**config.mk**
```make
export PLATFORM = sky130hd
export DESIGN_NAME = bin2bcd_seq
export DESIGN_NICKNAME = d
export VERILOG_FILES = /design/src/rtl/bin2bcd_seq.sv
export SDC_FILE = /design/constraint.sdc
export NUM_CORES = 1
export LEC_CHECK = 0
export ABC_AREA = 1
export BUFFER_PORTS_ARGS = -buffer_cell sky130_fd_sc_hd__buf_2
export CAP_MARGIN = 5
export CORE_UTILIZATION = 60
export CTS_BUF_LIST = sky130_fd_sc_hd__clkbuf_8
export DETAILED_ROUTE_END_ITERATION = 12
export GPL_ROUTABILITY_DRIVEN = 0
export PLACE_DENSITY = 0.83
export SETUP_SLACK_MARGIN = 0.3
export SYNTH_ARGS = -nofsm -noshare
export SYNTH_HDL_FRONTEND = slang
export SYNTH_SLANG_ARGS = --single-unit
```
**constraint.sdc**
```tcl
create_clock -name clk_i -period 2.5 [get_ports clk_i]
set_input_delay 0.25 -clock clk_i [delete_from_list [all_inputs] [get_ports clk_i]]
set_output_delay 0.25 -clock clk_i [all_outputs]
set_load 0.01 [all_outputs]
```
**src/rtl/bin2bcd_seq.sv**
```systemverilog
// Sequential double-dabble binary-to-BCD converter with start/busy/done handshake.
// Result and leading-zero blank mask are held stable between conversions.
module bin2bcd_seq #(
  parameter int unsigned WIDTH  = 8,
  parameter int unsigned DIGITS = 3
) (
  input  logic                  clk_i,
  input  logic                  rst_ni,
  input  logic                  start_i,
  input  logic [WIDTH-1:0]      bin_in_i,
  output logic                  busy_o,
  output logic                  done_o,
  output logic [4*DIGITS-1:0]   bcd_out_o,
  output logic [DIGITS-1:0]     blank_o
);

  localparam int unsigned BcdW = 4 * DIGITS;
  localparam int unsigned ShW  = BcdW + WIDTH;
  localparam int unsigned CntW = $clog2(WIDTH + 1);

  // All digits above units blanked, units always shown.
  localparam logic [DIGITS-1:0] BlankRst = ~(DIGITS'(1));

  typedef enum logic [0:0] {StIdle, StShift} state_e;

  state_e              state_q;
  logic [ShW-1:0]      sr_q;
  logic [ShW-1:0]      sr_d;
  logic [ShW-1:0]      adj;
  logic [CntW-1:0]     cnt_q;
  logic                busy_q;
  logic                done_q;
  logic [BcdW-1:0]     bcd_q;
  logic [DIGITS-1:0]   blank_q;
  logic [DIGITS-1:0]   blank_d;
  logic [3:0]          nib;
  logic                allz;

  // Add-3 on every BCD nibble >= 5, then shift the whole register left.
  always_comb begin
    adj = sr_q;
    nib = 4'd0;
    for (int i = 0; i < int'(DIGITS); i++) begin
      nib = sr_q[WIDTH + 4*i +: 4];
      if (nib >= 4'd5) begin
        adj[WIDTH + 4*i +: 4] = nib + 4'd3;
      end
    end
    sr_d = {adj[ShW-2:0], 1'b0};
  end

  // blank[i] set when digits i..DIGITS-1 of the shifted result are all zero.
  always_comb begin
    blank_d = '0;
    allz    = 1'b1;
    for (int i = int'(DIGITS) - 1; i >= 1; i--) begin
      allz       = allz & (sr_d[WIDTH + 4*i +: 4] == 4'd0);
      blank_d[i] = allz;
    end
  end

  always_ff @(posedge clk_i or negedge rst_ni) begin
    if (!rst_ni) begin
      state_q <= StIdle;
      sr_q    <= '0;
      cnt_q   <= '0;
      busy_q  <= 1'b0;
      done_q  <= 1'b0;
      bcd_q   <= '0;
      blank_q <= BlankRst;
    end else begin
      done_q <= 1'b0;
      unique case (state_q)
        StIdle: begin
          if (start_i) begin
            sr_q    <= {{BcdW{1'b0}}, bin_in_i};
            cnt_q   <= CntW'(WIDTH);
            busy_q  <= 1'b1;
            state_q <= StShift;
          end
        end
        StShift: begin
          sr_q  <= sr_d;
          cnt_q <= cnt_q - 1'b1;
          if (cnt_q == CntW'(1)) begin
            bcd_q   <= sr_d[ShW-1 -: BcdW];
            blank_q <= blank_d;
            done_q  <= 1'b1;
            busy_q  <= 1'b0;
            state_q <= StIdle;
          end
        end
        default: state_q <= StIdle;
      endcase
    end
  end

  assign busy_o    = busy_q;
  assign done_o    = done_q;
  assign bcd_out_o = bcd_q;
  assign blank_o   = blank_q;

endmodule

```
; ---- Yosys cells after proc, flatten, opt, wreduce, memory -nomap -nowiden
; Cells that the tools add are included.
[word_totals]
ff_bits = 41
in_bits = 11
out_inout_bits = 17
elab_cells = 38
[op_classes]
addsub = 4
order_cmp = 3
n_eq_ne = 3
n_mux = 15
n_bitwise = 2
reduce_logical = 4
[ops]
columns = op, count
row1 = 20-bit case mux with 2 select lines, 1
row2 = 20-bit 2-to-1 mux, 1
row3 = 4-bit by 3-bit greater-or-equal comparator with 1-bit output (second input constant), 3
row4 = 4-bit 2-to-1 mux, 3
row5 = 4-bit by 2-bit adder with 4-bit output (second input constant), 2
row6 = 4-bit logical NOT, 2
row7 = 4-bit case mux with 2 select lines, 1
row8 = 1-bit 2-to-1 mux, 6
row9 = 4-bit by 1-bit equality test with 1-bit output (second input constant), 1
row10 = 1-bit case mux with 2 select lines, 2
row11 = 2-bit AND reduction, 2
row12 = 4-bit by 1-bit subtractor with 4-bit output (second input constant), 1
row13 = 3-bit by 2-bit adder with 3-bit output (second input constant), 1
row14 = 3-bit 2-to-1 mux, 1
row15 = 2-bit by 1-bit != test with 1-bit output (second input constant), 1
row16 = 2-bit != test (second input constant), 1
row17 = 1-bit AND, 1
row18 = 1-bit inverter, 1

; ---- Longest topological paths before layout
[depth]
depth_word = 4
mapped_depth = 11
mapped_depth_nobuf = 11

; ---- Worst setup path after synthesis
; OpenSTA, ideal clock, no wires.
[synth_timing]
path_kind = reg2reg
startpoint = register sr_q[12]
endpoint = register blank_q[1] (netlist: blank_o[1])
setup_time_ps = 60
arrival_time_ps = 1206
required_ps = 2440
path_slack_ps = 1234
stages_incl_launch_ff = 12
n_path_buf = 0
synth_period_minus_slack_ps = 1266
path_cell_list = dfrtp_1 -> inv_1 -> ha_1 -> inv_1 -> nand2_1 -> nand3_1 -> nand2_1 -> nand2_1 -> nand2_1 -> nor2_1 -> nand2_1 -> nand2_1
[synth_between]
elab_chain_cells = 4
elab_cells_between_ends = 6
cone_classes = add/sub (1) / order compare (1) / mux (1) / bitwise (1) / reduce/logical (2)
[synth_lines]
columns = element, line
row1 = from (decl), 27  ; logic [ShW-1:0] sr_q;
row2 = from (signal assigned), 76  ; sr_q <= {{BcdW{1'b0}}, bin_in_i};
row3 = from (signal assigned), 83  ; sr_q <= sr_d;
row4 = 4-bit by 2-bit adder with 4-bit output or 4-bit by 3-bit greater-or-equal comparator with 1-bit output (tied branches), "46, 45"
row5 = 4-bit 2-to-1 mux *, 45  ; if (nib >= 4'd5) begin
row6 = 4-bit logical NOT, 57  ; allz = allz & (sr_d[WIDTH + 4*i +: 4] == 4'd0);
row7 = 1-bit AND *, 57
row8 = to (signal assigned), 70  ; blank_q <= BlankRst;
row9 = to (signal assigned), 87  ; blank_q <= blank_d;
row10 = to (decl), 34  ; logic [DIGITS-1:0] blank_q;
; Every way passes the cells marked *; elsewhere a longest branch is shown, timed or not.
; A chain may end at the register's enable or synchronous reset.

; ---- Final worst setup path
[layout_timing]
startpoint = register state_q
endpoint = register blank_q[1] (netlist: blank_o[1])
[layout_between]
elab_chain_cells = 1
[layout_lines]
columns = element, line
row1 = from (decl), 26  ; state_e state_q;
row2 = from (signal assigned), 64  ; state_q <= StIdle;
row3 = from (signal assigned), 79  ; state_q <= StShift;
row4 = from (signal assigned), 90  ; state_q <= StIdle;
row5 = 2-bit AND reduction (no line), --
; Every way passes these cells.

==> flow_metrics.env <==
export IMPL_drt_iter0_drc=76
export IMPL_clk_pin_slew_ps=80
export IMPL_ys_ff_latch=41
export IMPL_dp_hpwl_um=2420
export IMPL_final_cell_count_no_fill=289
export IMPL_synth_cell_types=25
export IMPL_worstPathBufferInverterCount=0
export IMPL_antenna_found_initial=0
export IMPL_cts_root_buf="clkbuf_8"
export IMPL_io_pins=28
export IMPL_grt_pass1_wl_um=6070
export IMPL_syn_area_per_cell_um2=8.78
export IMPL_hold_path_class="in -> async"
export IMPL_routedWlPerCell_um=12.3
export IMPL_worstPathArrival_ps=1860
export IMPL_use_met1=0.321
export IMPL_hold_viol=0
export IMPL_initial_utilization=0.629
export IMPL_r2r_end="blank_o[1]"
export IMPL_holdWs_ps=77.2
export IMPL_cpMaxStageDelayCell="dfrtp_1"
export IMPL_outcome="complete, no violations"
export IMPL_critPathKind="reg -> reg"
export IMPL_fin_ws_ps=872
export IMPL_clock_sinks=41
export IMPL_cts_hold_buf=0
export IMPL_vias=1516
export IMPL_ir_drop_mv=0.787
export IMPL_syn_inst=217
export IMPL_area_growth_synth_to_final_pct=14.0
export IMPL_die_w_um=58.4
export IMPL_rrSetupSlack_ps=870
export IMPL_row_count=20
export IMPL_final_common_cell="nand2_1"
export IMPL_tightest_slew_ps=873
export IMPL_io_buffer_count=26
export IMPL_wl_um=3560
export IMPL_path_cells="nand4_4, nor2_1, nand2_1, nor2_1, nand2_1, nand2_1"
export IMPL_mostFrequentLayoutCells="nand2_1 (65), dfrtp_1 (39), buf_2 (26)"
export IMPL_yosys_warnings=0
export IMPL_fin_crit_sh=0.651
export IMPL_ant_nets=0
export IMPL_ys_seq_area_frac=0.540
export IMPL_critPathMaxFanout=27
export IMPL_cts_setup_buffers=0
export IMPL_place_ws_ps=904
export IMPL_min_period_ps=1630
export IMPL_cts_tree="yes"
export IMPL_grt_pass1_vias=1420
export IMPL_cp_common_cell="nand2_1"
export IMPL_cts_resized_gates=0
export IMPL_grt_setup_unrepaired="no"
export IMPL_power_density_nw_per_um2=1370
export IMPL_firstDrtPassIters=4
export IMPL_drive_gt1_frac=0.167
export IMPL_syn_area_um2=1910
export IMPL_critPathRequiredTime_ps=2740
export IMPL_grtUsageMet3=0.0505
export IMPL_die_area_um2=3410
export IMPL_htreeDepth=2
export IMPL_placed_cell_area_um2=2060
export IMPL_synth_nets=236
export IMPL_setup_viol=0
export IMPL_skew_ps=5.36
export IMPL_tns_ps=0
export IMPL_fmax_mhz=614
export IMPL_fin_util=0.717
export IMPL_power_mw=2.99
export IMPL_grt_usage=0.241
export IMPL_n_fill_cell=249
export IMPL_routed_via_density=5.25
export IMPL_place_inst=281
export IMPL_endpoint_kind="flop"
export IMPL_leakage_nw=1.13
export IMPL_cp_top_family="simple AND/OR/NAND/NOR gates"
export IMPL_drv_slew=0
export IMPL_worst_r2r_path_depth=6
export IMPL_coreArea_um2=3030
export IMPL_die_height_um=58.4
export IMPL_grtUsageMet2=0.373
export IMPL_worstReg2RegStart="state_q"
export IMPL_slew_headroom=0.418
export IMPL_cts_path_max_buffers=2
export IMPL_numCtsBuffers=5
export IMPL_drv_cap=0
export IMPL_insertion_delay_ps=290
export IMPL_overflow=0
export IMPL_grt_max_degree=42
export IMPL_drc=0
export IMPL_stdcell_area_um2=2170
export IMPL_slowest_delay_ps=660
export IMPL_startpoint_type="flop"
export IMPL_fin_nets=263
export IMPL_n_antenna_cell=0
export IMPL_busiest_layer="met2"
## report_power, final
group          internal [mW]  switching, mW
Combinational          0.466          0.818
Sequential             0.965          0.199
Clock                  0.321          0.217
Total                   1.75           1.23
## synth_stat cells
library cell	instances	area (um^2)
nand2_1	65	244
dfrtp_1	39	976
inv_1	24	90.1
o21ai_0	19	95.1
nand3_1	13	65.1
o22ai_1	12	75.1
ha_1	8	100
nor2_1	8	30.0
buf_2	4	20.0
nand4_1	4	25.0
inv_2	3	11.3
buf_4	2	15.0
dfstp_2	2	52.6
o211ai_1	2	15.0
o21ai_1	2	10.0
a21oi_1	1	5.00
a22oi_1	1	7.51
a31oi_1	1	6.26
and2_1	1	6.26
conb_1	1	3.75
nand2_2	1	6.26
nand4_4	1	21.3
nor2_4	1	11.3
nor3_1	1	5.00
xor2_1	1	8.76
## per-layer routing
layer	up-vias	part of all wire
met5	-	0
met2	30	0.47
li1	761	-
met3	7	0.031
met1	718	0.48
met4	0	0.019
## worst register-to-register path, cell delays in order (launching register included)
cell     delay (ps)
dfrtp_1         660
nand4_4         390
nor2_1          250
nand2_1          90
nor2_1           90
nand2_1          50
nand2_1          50
## kinds of logic (layout without fill, tap and decap cells)
group | after synthesis | count (layout) | synth area share
and+or+nand+nor | 95 | 95 | 0.217
DFF | 41 | 41 | 0.540
AOI/OAI and AO/OA | 38 | 38 | 0.112
buffers and inverters | 33 | 61 | 0.0716
adders and majority gates | 8 | 8 | 0.0525
other | 1 | 1 | 0.00197
xor gates and xnor gates | 1 | 1 | 0.00460
## cell type report
cell class	count	area (um^2)	area share
multi-input cells	143	741	0.341
clock inverters	2	33.8	0.0156
inverters	27	101	0.0467
well taps	44	55.1	0.0253
repair buffers	26	130	0.0599
flip-flops and latches	41	1030	0.474
clock buffers	6	82.6	0.0380
## sequential cells by signal (all words and copies together), names as in the netlist
register   cells
bcd_out_o     12
blank_o        2
busy_o         1
cnt_q          4
done_o         1
sr_q          20
state_q        1
## worst max-delay path by stage
stage,cells past startpoint,start,end
finish,6,state_q,blank_o[1]
floorplan,11,sr_q[12],blank_o[1]
detailed placement,6,state_q,blank_o[1]
global placement,6,state_q,blank_o[1]
global route,6,state_q,blank_o[1]
CTS,6,state_q,blank_o[1]
No activity file was read; power rests on OpenSTA's default activity.
